[src/rtl/spi_pkg.sv]
// Shared types and constants for the SPI master transmitter.
//   spi_tx_state_e : transmitter FSM states
//   SPI_WORD_W     : default word width
//   frame_cycles() : clk cycles SS stays low for one frame of a given width and divider
package spi_pkg;

  localparam int SPI_WORD_W = 32;

  typedef enum logic [2:0] {
    IDLE,
    SETUP,
    HIGH,
    LOW,
    HOLD,
    GAP
  } spi_tx_state_e;

  function automatic int frame_cycles(int width, int div);
    return (2 * width + 1) * div;
  endfunction

endpackage

[src/rtl/spi_clk_div.sv]
// Half-period tick generator for the SPI serial clock.
//   clk   : system clock
//   reset : asynchronous active-low reset
//   load  : reload the counter with CLK_DIV-1 (asserted on every FSM state entry)
//   en    : allow the counter to count down
//   tick  : counter has reached zero; the current half-period ends at the next edge
module spi_clk_div #(
  parameter int CLK_DIV = 2
) (
  input  logic clk,
  input  logic reset,
  input  logic load,
  input  logic en,
  output logic tick
);

  localparam int CntW = (CLK_DIV < 1) ? 1 : $clog2(CLK_DIV + 1);
  localparam logic [CntW-1:0] Reload = CntW'(CLK_DIV - 1);

  logic [CntW-1:0] cnt_q;

  always_ff @(posedge clk or negedge reset) begin
    if (!reset) begin
      cnt_q <= Reload;
    end else if (load) begin
      cnt_q <= Reload;
    end else if (en && (cnt_q != '0)) begin
      cnt_q <= cnt_q - CntW'(1);
    end
  end

  assign tick = (cnt_q == '0);

endmodule

[src/rtl/spi_master_tx.sv]
// SPI master transmitter, mode 0, MSB first. Accepts one word per valid/ready handshake and
// sends it as one SS-low frame, followed by at least GAP_CYCLES clk cycles with SS high.
//   clk      : system clock
//   reset    : asynchronous active-low reset (aborts any frame in flight)
//   in_valid : in_data is valid
//   in_ready : block can accept a word (registered, high only in IDLE)
//   in_data  : word to transmit
//   busy     : frame or inter-frame gap in progress
//   SS       : slave select, active low
//   SCLK     : serial clock, idles low
//   MOSI     : serial data, changes on SCLK falling edge
//   tx_count : completed frames, wraps (only with SPI_MASTER_TX_WORD_CNT_EN defined)
// Optional feature macro: SPI_MASTER_TX_WORD_CNT_EN.
module spi_master_tx
  import spi_pkg::*;
#(
  parameter int DATA_WIDTH = SPI_WORD_W,
  parameter int CLK_DIV    = 2,
  parameter int GAP_CYCLES = 2
) (
  input  logic                  clk,
  input  logic                  reset,
  input  logic                  in_valid,
  output logic                  in_ready,
  input  logic [DATA_WIDTH-1:0] in_data,
  output logic                  busy,
  output logic                  SS,
  output logic                  SCLK,
  output logic                  MOSI
`ifdef SPI_MASTER_TX_WORD_CNT_EN
  ,
  output logic [31:0]           tx_count
`endif
);

  if (CLK_DIV < 1) begin : g_bad_clk_div
    $error("spi_master_tx: CLK_DIV must be >= 1");
  end
  if (GAP_CYCLES < 1) begin : g_bad_gap_cycles
    $error("spi_master_tx: GAP_CYCLES must be >= 1");
  end

  localparam int BitW = $clog2(DATA_WIDTH + 1);
  localparam int GapW = (GAP_CYCLES < 1) ? 1 : $clog2(GAP_CYCLES + 1);

  spi_tx_state_e         state_q, state_d;
  logic [DATA_WIDTH-1:0] shift_q, shift_d, shift_next;
  logic [BitW-1:0]       bit_cnt_q, bit_cnt_d;
  logic [GapW-1:0]       gap_cnt_q, gap_cnt_d;
  logic                  ss_q, ss_d;
  logic                  sclk_q, sclk_d;
  logic                  mosi_q, mosi_d;
  logic                  in_ready_q, in_ready_d;
  logic                  busy_q, busy_d;
  logic                  tick;

  // Every state change restarts the half-period count.
  spi_clk_div #(
    .CLK_DIV(CLK_DIV)
  ) u_clk_div (
    .clk  (clk),
    .reset(reset),
    .load (state_d != state_q),
    .en   (state_q != IDLE),
    .tick (tick)
  );

  assign shift_next = shift_q << 1;

  always_comb begin
    state_d   = state_q;
    shift_d   = shift_q;
    bit_cnt_d = bit_cnt_q;
    gap_cnt_d = gap_cnt_q;
    ss_d      = ss_q;
    sclk_d    = sclk_q;
    mosi_d    = mosi_q;

    unique case (state_q)
      IDLE: begin
        if (in_valid && in_ready_q) begin
          shift_d   = in_data;
          bit_cnt_d = BitW'(DATA_WIDTH);
          ss_d      = 1'b0;
          mosi_d    = in_data[DATA_WIDTH-1];
          state_d   = SETUP;
        end
      end
      SETUP: begin
        if (tick) begin
          sclk_d  = 1'b1;
          state_d = HIGH;
        end
      end
      HIGH: begin
        if (tick) begin
          sclk_d    = 1'b0;
          bit_cnt_d = bit_cnt_q - BitW'(1);
          if (bit_cnt_q != BitW'(1)) begin
            shift_d = shift_next;
            mosi_d  = shift_next[DATA_WIDTH-1];
            state_d = LOW;
          end else begin
            mosi_d  = 1'b0;
            state_d = HOLD;
          end
        end
      end
      LOW: begin
        if (tick) begin
          sclk_d  = 1'b1;
          state_d = HIGH;
        end
      end
      HOLD: begin
        if (tick) begin
          ss_d      = 1'b1;
          gap_cnt_d = GapW'(GAP_CYCLES - 1);
          state_d   = GAP;
        end
      end
      GAP: begin
        if (gap_cnt_q == '0) begin
          state_d = IDLE;
        end else begin
          gap_cnt_d = gap_cnt_q - GapW'(1);
        end
      end
      default: state_d = IDLE;
    endcase
  end

  // Handshake flags are decoded from the next state so they stay glitch-free registers.
  assign in_ready_d = (state_d == IDLE);
  assign busy_d     = (state_d != IDLE);

  always_ff @(posedge clk or negedge reset) begin
    if (!reset) begin
      state_q    <= IDLE;
      shift_q    <= '0;
      bit_cnt_q  <= '0;
      gap_cnt_q  <= '0;
      ss_q       <= 1'b1;
      sclk_q     <= 1'b0;
      mosi_q     <= 1'b0;
      in_ready_q <= 1'b0;
      busy_q     <= 1'b0;
    end else begin
      state_q    <= state_d;
      shift_q    <= shift_d;
      bit_cnt_q  <= bit_cnt_d;
      gap_cnt_q  <= gap_cnt_d;
      ss_q       <= ss_d;
      sclk_q     <= sclk_d;
      mosi_q     <= mosi_d;
      in_ready_q <= in_ready_d;
      busy_q     <= busy_d;
    end
  end

  assign in_ready = in_ready_q;
  assign busy     = busy_q;
  assign SS       = ss_q;
  assign SCLK     = sclk_q;
  assign MOSI     = mosi_q;

`ifdef SPI_MASTER_TX_WORD_CNT_EN
  logic        frame_done;
  logic [31:0] tx_count_q;

  // Counted only on the orderly SS rise; a reset abort never reaches this point.
  assign frame_done = (state_q == HOLD) && tick;

  always_ff @(posedge clk or negedge reset) begin
    if (!reset) begin
      tx_count_q <= '0;
    end else if (frame_done) begin
      tx_count_q <= tx_count_q + 32'd1;
    end
  end

  assign tx_count = tx_count_q;
`endif

endmodule

[config.mk]
export PLATFORM = sky130hd
export DESIGN_NAME = spi_master_tx
export DESIGN_NICKNAME = d
export VERILOG_FILES = /design/src/rtl/spi_pkg.sv /design/src/rtl/spi_clk_div.sv /design/src/rtl/spi_master_tx.sv
export SDC_FILE = /design/constraint.sdc
export NUM_CORES = 1
export LEC_CHECK = 0
export BUFFER_PORTS_ARGS = -buffer_cell sky130_fd_sc_hd__buf_2
export CELL_PAD_IN_SITES_DETAIL_PLACEMENT = 1
export CELL_PAD_IN_SITES_GLOBAL_PLACEMENT = 2
export CORE_MARGIN = 2
export CORE_UTILIZATION = 35
export DETAILED_ROUTE_END_ITERATION = 6
export PLACE_DENSITY = 0.75
export SYNTH_ARGS = -nofsm -noshare
export SYNTH_HDL_FRONTEND = slang
export SYNTH_SLANG_ARGS = --single-unit
[constraint.sdc]
create_clock -name clk -period 2.3 [get_ports clk]
set_input_delay 0 -clock clk [delete_from_list [all_inputs] [get_ports clk]]
set_output_delay 0 -clock clk [all_outputs]
set_load 0.005 [all_outputs]
# == Word-level counts from Yosys, hierarchy flattened ==
# Index checks and enable logic that the tools add are counted.
# classes
n_eq_ne,13
n_mux,28
n_reduce_logical,20
addsub,3
# op_table
op,count
31-bit two-way mux,3
31-bit one-hot mux with 2 select lines,1
3-bit two-way mux,6
3-bit one-hot mux with 5 select lines,1
6-bit two-way mux,2
6-bit one-hot mux with 2 select lines,1
3-bit AND reduction,4
2-bit nonzero test,6
2-bit != test (second input constant),5
2-bit two-way mux,4
3-bit by 2-bit == test with 1-bit output (second input constant),2
3-bit == test (second input constant),2
3-bit zero test,2
1-bit two-way mux,6
6-bit by 1-bit != test with 1-bit output (second input constant),1
1-bit one-hot mux with 2 select lines,3
3-bit nonzero test,2
6-bit by 1-bit subtractor with 6-bit output (second input constant),1
2-bit zero test,2
2-bit one-hot mux with 2 select lines,1
4-bit AND reduction,1
2-bit by 1-bit subtractor with 2-bit output (second input constant),2
3-bit by 1-bit == test with 1-bit output (second input constant),1
3-bit != test,1
3 further kinds,4
# totals
wordCells,74
register_bits,49
input_bits,35

# == Logic depth before layout (Yosys ltp) ==
# Gate-level depths: netlist (run 1).
# depth
word_depth,6
depth_mapped,8
mapped_depth_nobuf,6

# == Modules after synthesis ==
# A second synthesis (run 1) with hierarchy kept.
# hier_totals
hier_cells,201
area_unflattened_um2,2696.3
# by_module_without_submodules
module,seq_area_each_um2,area_each_um2,cells_per_inst,n_inst
spi_master_tx,1177.4,2578.7,190,1
spi_clk_div,51.3,117.6,11,1

# == Worst setup path after synthesis (run 1) ==
# OpenSTA, ideal clock, no wires.
# synth_timing
path_kind,reg2reg
startpoint,register u_clk_div.cnt_q[0]
endpoint,"register busy_q, in the netlist busy"
arrival_time_ps,1887
path_slack_ps,282
required_time_ps,2169
path_buffers,0
setup_time_ps,131
path_stages_with_launch,7
synth_period_minus_slack_ps,2018
path_cell_list,dfstp_2 inv_1 ha_1 or2_2 a32oi_1 nand3_4 or3_1
# synth_via
elab_chain_len,4
elab_cells_between_ends,6
classes_between,mux (4); reduce/logical (2)
# synth_rtl
element,line_no,text
start: declaration,spi_clk_div.sv:20,logic [CntW-1:0] cnt_q;
start signal: assignment,spi_clk_div.sv:24,cnt_q <= Reload;
start signal: assignment,spi_clk_div.sv:26,cnt_q <= Reload;
start signal: assignment,spi_clk_div.sv:28,cnt_q <= cnt_q - CntW'(1);
2-bit zero test (*),spi_clk_div.sv:32,assign tick = (cnt_q == '0);
3-bit two-way mux (on tied branches),-,
3-bit one-hot mux with 5 select lines (*),spi_master_tx.sv:79,unique case (state_q)
net state_d[0],spi_master_tx.sv:46,"spi_tx_state_e state_q, state_d;"
3-bit nonzero test (*),spi_master_tx.sv:135,assign busy_d = (state_d != IDLE);
net busy_d,spi_master_tx.sv:54,"logic busy_q, busy_d;"
end signal: assignment,spi_master_tx.sv:157,busy_q <= busy_d;
end: declaration,spi_master_tx.sv:54,
# Mark *: on every way through the listed nets, which the timed path passes. The rest lies on a longest branch.
# A chain may end at the register's enable or synchronous reset.

# == Worst setup path in the final report (run 1) ==
# Same ends and word-level chain as after synthesis.

==> metrics, run 1 <==
Chip Height=89.1 microns; largest family of logic cells by synthesized area=simple AND/OR/NAND/NOR gates; Clock transition at path regs=100 ps; drt pass-1 iters=4; Net Sw Frac=0.243; Reg power frac=0.572; via count=2,105; RSZ-0062 raised after global routing=no; worst setup path end=busy; M3 GR Usage=0.0342; Final TNS setup=0 ps; residual DRC count=0; CP Data Arrival Time=2320 ps; Clock Tree Root=clkbuf_8; status=finished clean; Overflow after GRT=0; # Max-Cap Violations=0; xor and xnor area share after synthesis=0.0173; Detail Route Antenna Nets=0; R2R depth=7; layout net count=356; synthesized flop and latch total=49; maximum vdd drop=273 uV; synth warn=0; port buffer count=39; crit path kind=flip-flop to flip-flop; FILL cells=855; simple-gate share of the synthesized area=0.169; clock latency on the worst-skew pair=310 ps; Fmax achieved=473 MHz; DRT iter0 DRCs=100; ANT cells=0; Ports=40; Worst Hold Class=primary input to flip-flop; Critical Path Source Type=flip-flop; Final period util=0.920; width of the die=89.1 microns; initial antenna violation count=0; leakage power=1.44 nW; Comb pwr share=0.063; CTS HTree Levels=2; Reg-to-Reg Start=u_clk_div.cnt_q[0]; skew final=5.91 ps; Crit. End Element=flip-flop; Mapped Nets=294; CTS Buf Count=5; Slew @ Worst Pin=583 ps; routability cong.=0.753; Yosys top cell by area=dfrtp_1; area fraction in compound gates after synthesis=0.138; Pwr Density=468 nW/um^2; top cell type's share of synthesized area=0.464; Rows=31; Synth cell types=42; Post-CTS Resized=0; GR peak layer=met2; internal power=1.14 mW; syn avg cell area=9.93 sq um; vias in the first global route=2,166; Crit. Startpoint=u_clk_div.cnt_q[0]; wire length per cell=15.0 microns; WL final=6240 microns; Max-slew headroom=0.611; adder-cell area share of the yosys netlist=0.0198; r2r setup slk=180 ps; Crit path required time=2500 ps; Final Hold Viols=0; Seq/Total Area, Yosys=0.485; largest net degree at the start of global routing=36; GR Util met1=0.226; post-DP HPWL=4210 microns; Mapped Area=2530 sq um; cts-stage hold buffer count=23; Tmin final=2120 ps; WHS=0.168 ps; CP max FO=5; Cells after Synth=255; Starting Density=0.355; total die area=7930 sq um; grt met2 use=0.281; Finish-stage setup viols=0; core area=7140 sq um; first-pass GRT wire length=10,300 microns; Post-CTS Setup Inserts=0; pins over their slew limit=0; CTS tree=built; worst r2r dst=busy; GRT Total Usage=0.168; CTS Buffer Depth=2; post-synthesis mux area share=0.127; Net Sw Power=366 uW; Vias/cell=5.05; main area contributors after synthesis=dfrtp_1 (46%), mux2i_1 (12%), a21oi_1 (6.7%), nor3_1 (6.5%), nand2_1 (2.2%); Syn-to-layout area delta=27.0%; clock power share=0.365; share of cells above drive strength 1=0.217; CTS sink cnt=49
## layout by cell type (no fill, tap or decap), types with 2 or more instances in the layout
cell           synthesis  routed
dfrtp_1               47      47
nand3b_1               2       2
buf_12                 0       2
xor2_1                 4       4
a22oi_1                3       3
o31ai_1                3       3
a21oi_1               34      34
nor2b_1                3       3
buf_2                  8      39
nor2_1                10      10
inv_1                  8       8
nor3_1                33      33
nand2_1               15      15
buf_4                  0      10
dfstp_2                2       2
o21ai_0                5       5
clkinvlp_4             0       2
clkbuf_8               0       5
a211oi_1               2       2
ha_1                   4       4
dlygate4sd3_1          0      23
nand2b_1               2       2
mux2i_1               31      31
nand3_1                7       7
## critical path: stages (launching register included)
cell     delay [ps]
dfstp_2         570
inv_1            60
ha_1            240
or2_2           300
a32oi_1         220
buf_4           170
nand3_4          80
or3_1           370
## flip-flops by register name, summed over array words and instances, names as in the netlist
name             flops
SCLK                 1
u_clk_div.cnt_q      2
busy                 1
in_ready             1
bit_cnt_q            6
SS                   1
MOSI                 1
state_q              3
shift_q             31
gap_cnt_q            2
## metrics by stage
| stage | area [sq um] | power, mW | setup slack, ps | instances | util |
|---|---|---|---|---|---|
| final | 3220 | 1.50 | 185 | 417 | 0.451 |
| after global routing | 3220 | 1.57 | 54.0 | 417 | 0.451 |
| after CTS | 3220 | 1.53 | 163 | 417 | 0.451 |
| after detailed placement | 2890 | 0.945 | 175 | 386 | 0.405 |
| after global placement | 2890 | 0.944 | 196 | 386 | 0.405 |
| after floorplan | 2530 | 0.892 | 282 | 255 | - |
## cells by family (layout without fill, tap and decap cells)
family / count (synthesis) / after routing
adders and majority gates: 4 / 4
buffers and inverters: 27 / 90
muxes: 32 / 32
AOI/OAI and AO/OA: 57 / 57
DFF: 49 / 49
xor gates and xnor gates: 5 / 5
and+or+nand+nor: 81 / 81
## cell type report
type                            instances  area [sq um]  area share
Clock buffer                            5          68.8      0.0214
Clock inverter                          3          26.3     0.00817
Inverter                                8          30.0     0.00933
Multi-Input combinational cell        179          1200       0.373
Sequential cell                        49          1230       0.382
Tap cell                               99           124      0.0385
Timing Repair Buffer                   74           541       0.168
## synthesized netlist by cell type
library cell and instances:
nand4_1 1, a211oi_1 2, dfstp_2 2, nor3_1 33
o21ai_0 5, and3_1 1, buf_2 8, or2_2 1
nand3_1 7, nand2_1 15, or4b_1 1, nand3b_1 2
o21ai_4 1, or3_1 1, a211o_1 1, dfrtp_1 47
o31ai_1 3, a22o_1 1, mux2_2 1, nand2b_1 2
and4bb_2 1, a21oi_1 34, nor3b_2 1, a22oi_1 3
nand3_2 1, nor2b_1 3, mux2i_1 31, a31o_2 1
inv_1 8, xnor2_1 1, nor2_1 10, a32o_1 1
o211a_1 1, nand3_4 1, o21a_1 1, o22ai_1 1
buf_1 4, o31a_1 1, a32oi_1 1, xor2_1 4
ha_1 4, clkbuf_1 7
## power groups by stage
stage / combinational (mW) / sequential [mW] / clock (mW)
floorplan: 0.0141 / 0.878 / 0
global placement: 0.0663 / 0.878 / 0
detailed placement: 0.0669 / 0.878 / 0
CTS: 0.0968 / 0.861 / 0.571
global route: 0.106 / 0.861 / 0.602
finish: 0.0948 / 0.861 / 0.549
## how the worst min path moves through the flow
| stage | start | to | depth (start not counted) |
|---|---|---|---|
| global route | in_data[6] | shift_q[6] | 3 |
| finish | in_data[6] | shift_q[6] | 3 |
| global placement | reset | shift_q[24] | 1 |
| CTS | in_data[6] | shift_q[6] | 3 |
| detailed placement | reset | shift_q[23] | 1 |
| floorplan | reset | MOSI | 0 |
## layer usage
layer / vias up / share of wire
met5: - / 0
met4: 0 / 0.0087
met3: 7 / 0.032
met2: 32 / 0.49
met1: 1034 / 0.47
li1: 1032 / -
(Power assumes the default switching activity.)
==> run 2, diff against run 1 <==
Settings changed: ABC_AREA from default to 1, CORE_UTILIZATION 35 to 34, PLACE_DENSITY 0.75 to 0.76.
==> run 2 against run 1 <==
  * Sequential power increased by 63%
  * Worst setup slack improved by 110 ps
  * Die area increased by 0.53%
  * Cell count increased by 8.9%
  * Non-clock buffer count increased by 2
  * Via count decreased by 0.76%
  * Global-route usage decreased by 1.5 points
  * Combinational power increased to 18 times the previous value
  * Largest power group is now combinational logic
==> metrics, run 2 <==
residual DRC count=0 (unchanged); Clock Tree Root=clkbuf_8; Reg with most FFs=shift_q; Regs by FF count=shift_q: 31 flops, bit_cnt_q: 6 flops, state_q: 3 flops; final setup margin=294 ps (+109 ps); Worst path depth=8 (+1); internal power=2.09 mW (+83%); largest net degree at the start of global routing=62 (+72%); Crit path max-delay family=flip-flops; via count=2,089 (-0.76%); pins over their slew limit=0 (unchanged); Net Sw Frac=0.425 (+0.182); Net Sw Power=1.54 mW (+320%); crit path max-delay cell type=dfstp_2; pre-CTS setup slack=304 ps (+128 ps); FILL cells=879 (+2.8%); Max-slew headroom=0.569 (-0.0425); Post-synth EDFFs=0 (unchanged); post-DP HPWL=3790 microns (-10%); CTS sink cnt=49 (unchanged); crit path buf inv count=2 (unchanged); placed instance count=413 (+7.0%); crit path kind=flip-flop to flip-flop; Mapped Nets=323 (+9.9%); leakage power=1.52 nW (+6.0%); port buffer count=39 (unchanged); Comb pwr share=0.467 (+0.404); CP max FO=61 (+56); Ports=40 (unchanged); Fmax achieved=498 MHz (+5.4%); Slew @ Worst Pin=647 ps (+63.7 ps); status=finished clean; Final Hold Viols=0 (unchanged); Pwr Density=1150 nW/um^2 (+150%); Worst Hold Class=primary input to flip-flop; Chip Height=89.3 microns (+0.26%); Reg power frac=0.387 (-0.185); multi-input logic area=977 sq um (-18%); wire length per cell=12.2 microns (-18%); GRT Total Usage=0.153 (-0.0150); clock latency on the worst-skew pair=300 ps (about the same); Seq/Total Area, Yosys=0.497 (+0.0115); WL final=5550 microns (-11%); CTS Buffer Depth=2 (unchanged); DRT iter0 DRCs=87 (-13%); synth cell count leaders=nand2_1 (52), dfrtp_1 (47), inv_1 (44); Final period util=0.872 (-0.0474); Detail Route Antenna Nets=0 (unchanged); main area contributors after synthesis=dfrtp_1 (48%), o211ai_1 (9.7%), nand2_1 (7.9%), inv_1 (6.7%), o21ai_1 (6.7%); drt pass-1 iters=4 (unchanged); top cell type's share of synthesized area=0.475 (+0.0110); Vias/cell=4.60 (-8.8%); RSZ-0062 raised after global routing=no; total die area=7970 sq um (+0.53%); Mapped Area=2470 sq um (-2.3%); cts-stage hold buffer count=33 (+43%); CTS Buf Count=5 (unchanged); core area=7140 sq um (unchanged); Yosys top cell by area=dfrtp_1; Crit. End Element=flip-flop; CP Cell Sequence=inv_1, ha_1, inv_2, nor2_2, nand2_2, nand2_4, o211ai_1, o21ai_1; synth warn=0 (unchanged); Finish-stage setup viols=0 (unchanged); CP Data Arrival Time=2170 ps (-150 ps); syn avg cell area=8.71 sq um (-12%); post-route insts no fill=454 (+8.9%); Post-CTS Setup Inserts=0 (unchanged); CTS HTree Levels=2 (unchanged); R2R depth=8 (+1); synthesized flop and latch total=49 (unchanged); Overflow after GRT=0 (unchanged); Final TNS setup=0 ps (unchanged); first-pass GRT wire length=9560 microns (-7.5%); count leader, synth=nand2_1; most common flop cell mapped by yosys=dfrtp_1; width of the die=89.3 microns (+0.26%); Crit path required time=2470 ps (-30 ps); worst hold path depth=6 (+3); commonest non-fill, non-tap cell in the layout=nand2_1; Starting Density=0.347 (-0.00824); most frequent cells in the layout=nand2_1 (52), dfrtp_1 (47), inv_1 (44); Synth async-reset ratio=1.00 (unchanged); max reg flops=31 (unchanged); Syn-to-layout area delta=27.9%; Clock transition at path regs=90 ps (about the same); skew final=11.9 ps (+6.00 ps); Rows=31 (unchanged); Critical Path Source Type=flip-flop; initial antenna violation count=0 (unchanged); CP max stage delay=550 ps (-20 ps); ANT cells=0 (unchanged); clock power share=0.147 (-0.218); vias in the first global route=2,060 (-4.9%); # Max-Cap Violations=0 (unchanged); Post-CTS Resized=0 (unchanged); maximum vdd drop=357 uV (+31%); Synth cell types=26 (-38%); layout net count=393 (+10%); routability cong.=0.776 (+3.0%); Tmin final=2010 ps (-109 ps); CTS tree=built; FF+latch area=1230 sq um (unchanged); share of cells above drive strength 1=0.200 (-0.0170); Cells after Synth=284 (+11%)
==> run 2: cell types whose count changed in the layout (fill, tap and decap cells not counted), moves of 6 or more <==
cell,before,now
buf_4,10,4
nor3_1,33,1
a21oi_1,34,5
nand2_1,15,52
dlygate4sd3_1,23,33
mux2i_1,31,0
o21ai_1,0,33
o211ai_1,0,32
inv_1,8,44
==> run 2: power groups by stage <==
stage / registers [mW] / clock network [mW] / logic, mW
finish: 1.40 / 0.533 / 1.69
global route: 1.45 / 0.598 / 1.97
CTS: 1.41 / 0.564 / 1.72
detailed placement: 1.42 / 0 / 1.67
global placement: 1.41 / 0 / 1.64
floorplan: 1.36 / 0 / 1.41
==> run 2: cell type report <==
cell class	instances	area share
clock inverter	1	0.00237
sequential	49	0.388
tap	99	0.0392
inverter	49	0.0581
multi-input combinational	173	0.309
clock buffer	7	0.0273
timing repair buffer	76	0.176
==> run 2: routing by layer <==
| metal | part of all wire | global-route usage | up-vias |
|---|---|---|---|
| met1 | 0.50 | 0.218 | 976 |
| met4 | 0.0086 | 0.0366 | 0 |
| li1 | - | - | 1076 |
| met3 | 0.034 | 0.0323 | 6 |
| met2 | 0.46 | 0.240 | 31 |
| met5 | 0 | 0 | - |
==> run 2: kinds of logic after synthesis <==
kind of cell,Yosys count,synth area share
simple gates,91,0.178
compound gates,75,0.186
buf+inv,62,0.108
flops,49,0.497
fa+ha+maj,4,0.0202
xor+xnor,3,0.0106
==> run 2: path summary, 6_finish.rpt <==
check                                        start            endpoint  slack [ps]
worst max-delay path            u_clk_div.cnt_q[0]         shift_q[25]         290
worst min-delay path                      in_valid                  SS         170
worst max register to register  u_clk_div.cnt_q[0]         shift_q[25]         290
worst min register to register                  SS                  SS         470
max in group asynchronous                    reset  u_clk_div.cnt_q[0]        1350
min in group asynchronous                    reset        bit_cnt_q[5]         260
==> run 2: per-stage QoR <==
| stage | utilization | hold WS (ps) | area [sq um] | power, mW |
|---|---|---|---|---|
| detailed placement | 0.384 | 72.7 | 2740 | 3.10 |
| finish | 0.443 | 172 | 3160 | 3.63 |
| global route | 0.443 | 231 | 3160 | 4.02 |
| floorplan | - | -296 | 2470 | 2.77 |
| CTS | 0.443 | 170 | 3160 | 3.70 |
| global placement | 0.384 | 68.6 | 2740 | 3.05 |
==> run 2: worst reg2reg max path, cell delays in order, from the launching register on <==
cell and delay (ps):
dfstp_2 550, inv_1 40, ha_1 290, inv_2 150, nor2_2 70, nand2_2 100
nand2_4 330, o211ai_1 260, o21ai_1 90
==> run 3, diff against run 2 <==
Settings changed: CORE_UTILIZATION 34 to 32, MAX_ROUTING_LAYER from default to met4, RECOVER_POWER from default to 25, SYNTH_HIERARCHICAL from default to 1.
==> run 3 against run 2 <==
  * The flow now finishes with violations (capacitance limit, slew limit)
  * Power is 57% lower
  * Critical endpoint is now u_clk_div/cnt_q[1]
  * Fmax is 4.4% higher
  * Synthesized area rose by 6.3%
  * Critical path type unchanged
  * Sequential power fell by 39%
  * Non-clock buffer count decreased by 25
  * Largest cell class unchanged
  * Combinational power down 95%
  * Design area down 3.5%
==> metrics, run 3 <==
status=finished, violations left; violated checks=capacitance limit, slew limit; drt pass-1 iters=4 (unchanged); Vias/cell=4.65 (+0.97%); most frequent cells in the layout=nand2_1 (182), dfrtp_1 (47), nand3_1 (43); skew final=10.3 ps (-1.60 ps); crit path max-delay cell type=dfstp_2; Detail Route Antenna Nets=0 (unchanged); GRT Total Usage=0.172 (+0.0183); synthesized flop and latch total=49 (unchanged); maximum vdd drop=214 uV (-40%); Starting Density=0.325 (-0.0218); pre-CTS setup slack=420 ps (+117 ps); final core utilization=0.377 (-0.0661); final setup margin=378 ps (+84.5 ps); CP max FO=9 (-85%); leakage power=1.74 nW (+14%); vias in the first global route=2,434 (+18%); Fmax achieved=520 MHz (+4.4%); Crit. End Element=flip-flop; routability cong.=0.809 (+4.2%); CTS HTree Levels=2 (unchanged); share of cells above drive strength 1=0.150 (-0.0498); via count=2,374 (+14%); Worst Hold Class=primary input to flip-flop; post-DP HPWL=4710 microns (+24%); Max-slew headroom=-0.0265 (-0.595); largest net degree at the start of global routing=43 (-31%); Synth cell types=24 (-7.7%); # Max-Cap Violations=1 (+1); clock latency on the worst-skew pair=300 ps (about the same); Tmin final=1920 ps (-84.5 ps); most common flop cell mapped by yosys=dfrtp_1; RSZ-0062 raised after global routing=no; CP max stage delay=540 ps (about the same); CP Data Arrival Time=2120 ps (-50 ps); total die area=8960 sq um (+12%); Final Cell Area=3050 sq um (-3.5%); placed cell areas=2910 sq um (+6.3%); layout net count=444 (+13%); synth cell count leaders=nand2_1 (182), dfrtp_1 (47), nand3_1 (43); pins over their slew limit=28 (+28); CP Cell Sequence=inv_1, ha_1, inv_1, nand2_1, a21oi_1, nand2_1, nand2_1, nand2_1, nand3_1, inv_1, nand3_1, nand2_1; most frequent CP cell=nand2_1; Final Hold Viols=0 (unchanged); Reg with most FFs=shift_q; WL final=6800 microns (+23%); Syn-to-layout area delta=16.1%; port buffer count=39 (unchanged); cts-stage hold buffer count=3 (-91%); post-route insts no fill=511 (+13%); CTS sink cnt=49 (unchanged); main area contributors after synthesis=dfrtp_1 (45%), nand2_1 (26%), nand3_1 (8.2%), inv_1 (2.9%), nor2_1 (2.6%); Overflow after GRT=0 (unchanged); min-delay src=in_data[28]; CTS tree=built; DRT iter0 DRCs=92 (+5.7%); Finish-stage setup viols=0 (unchanged); Synth async-reset ratio=1.00 (unchanged); wire length per cell=13.3 microns (+8.8%); Pwr Density=513 nW/um^2 (-55%); syn avg cell area=7.22 sq um (-17%); FF+latch area=1230 sq um (unchanged); placed instance count=500 (+21%); residual DRC count=0 (unchanged); Rows=33 (+6.5%); initial antenna violation count=0 (unchanged); Ports=40 (unchanged); core area=8090 sq um (+13%); width of the die=94.6 microns (+6.0%); Final TNS setup=0 ps (unchanged); Post-synth EDFFs=0 (unchanged); ANT cells=0 (unchanged); Crit path required time=2500 ps (+30 ps); Critical Path Source Type=flip-flop; Regs by FF count=shift_q: 31 flops, bit_cnt_q: 6 flops, state_q: 3 flops; CTS Buffer Depth=2 (unchanged); Reg-to-Reg Start=u_clk_div/cnt_q[0]; Clock Tree Root=clkbuf_8; Post-CTS Setup Inserts=0 (unchanged); Slew @ Worst Pin=1540 ps (+893 ps); synth warn=6 (+6); Yosys top cell by area=dfrtp_1; Mapped Area=2630 sq um (+6.3%); Cells after Synth=364 (+28%); Mapped Nets=403 (+25%); crit path kind=flip-flop to flip-flop; commonest non-fill, non-tap cell in the layout=nand2_1; Seq/Total Area, Yosys=0.467 (-0.0293); Chip Height=94.6 microns (+6.0%); FILL cells=1,063 (+21%); Final period util=0.836 (-0.0367); CTS Buf Count=5 (unchanged); first-pass GRT wire length=11,700 microns (+22%); top cell type's share of synthesized area=0.447 (-0.0281); multi-input logic area=1210 sq um (+24%); Clock transition at path regs=100 ps (about the same); max reg flops=31 (unchanged); count leader, synth=nand2_1; Post-CTS Resized=0 (unchanged); Crit. Startpoint=u_clk_div/cnt_q[0]
-- run 3: cell types whose count changed after synthesis, sizes merged, moves of 2 or more --
cell / change
o211ai: -32
nand2: +126
nand3b: +2
nor2: +3
o21ai: -23
a21oi: -4
o22ai: -2
nor3: -2
buf: +4
xor2: -3
nand4: +4
o21bai: +2
inv: -28
nand3: +30
-- run 3: routing by layer --
| metal | track usage | wire [microns] |
|---|---|---|
| met4 | 0.0399 | 70 |
| met3 | 0.0263 | 160 |
| met5 | - | 0 |
| met2 | 0.280 | 3200 |
| met1 | 0.225 | 3370 |
-- run 3: worst max-delay path, delay by kind of cell, from the launching register on --
kind,cells,cell delay [ps]
flops,1,540
fa+ha+maj,1,310
simple gates,7,540
compound gates,1,140
buf+inv,3,280
-- run 3: report_power, final --
part	switching (mW)	internal, mW	total [mW]
combinational	0.0422	0.0372	0.0795
sequential	0	0.861	0.861
clock	0.299	0.327	0.626
total	0.341	1.23	1.57
-- run 3: path summary, 6_finish.rpt --
kind	end	depth (start not counted)	slack [ps]
min in group asynchronous	shift_q[5]	2	600
max reg2reg	u_clk_div/cnt_q[1]	12	380
max	u_clk_div/cnt_q[1]	12	380
min	shift_q[28]	3	20
min reg2reg	shift_q[25]	2	480
max in group asynchronous	SS	3	680
-- run 3: metrics by stage --
stage / power, mW / hold slack (ps)
global placement: 0.956 / 62.4
CTS: 1.60 / 17.4
detailed placement: 0.956 / 68.0
floorplan: 0.901 / -296
finish: 1.57 / 18.7
global route: 1.64 / 33.9
-- run 3: cell type report --
class | instances | area share
flip-flops and latches | 49 | 0.403
multi-input cells | 277 | 0.396
repair buffers | 51 | 0.0955
well taps | 105 | 0.0431
inverters | 21 | 0.0258
clock buffers | 6 | 0.0238
clock inverters | 2 | 0.0127
-- run 3: kinds of logic after synthesis --
| family | Yosys count | synth area share |
|---|---|---|
| simple gates | 255 | 0.403 |
| flops | 49 | 0.467 |
| fa+ha+maj | 4 | 0.0190 |
| buf+inv | 38 | 0.0723 |
| compound gates | 18 | 0.0386 |
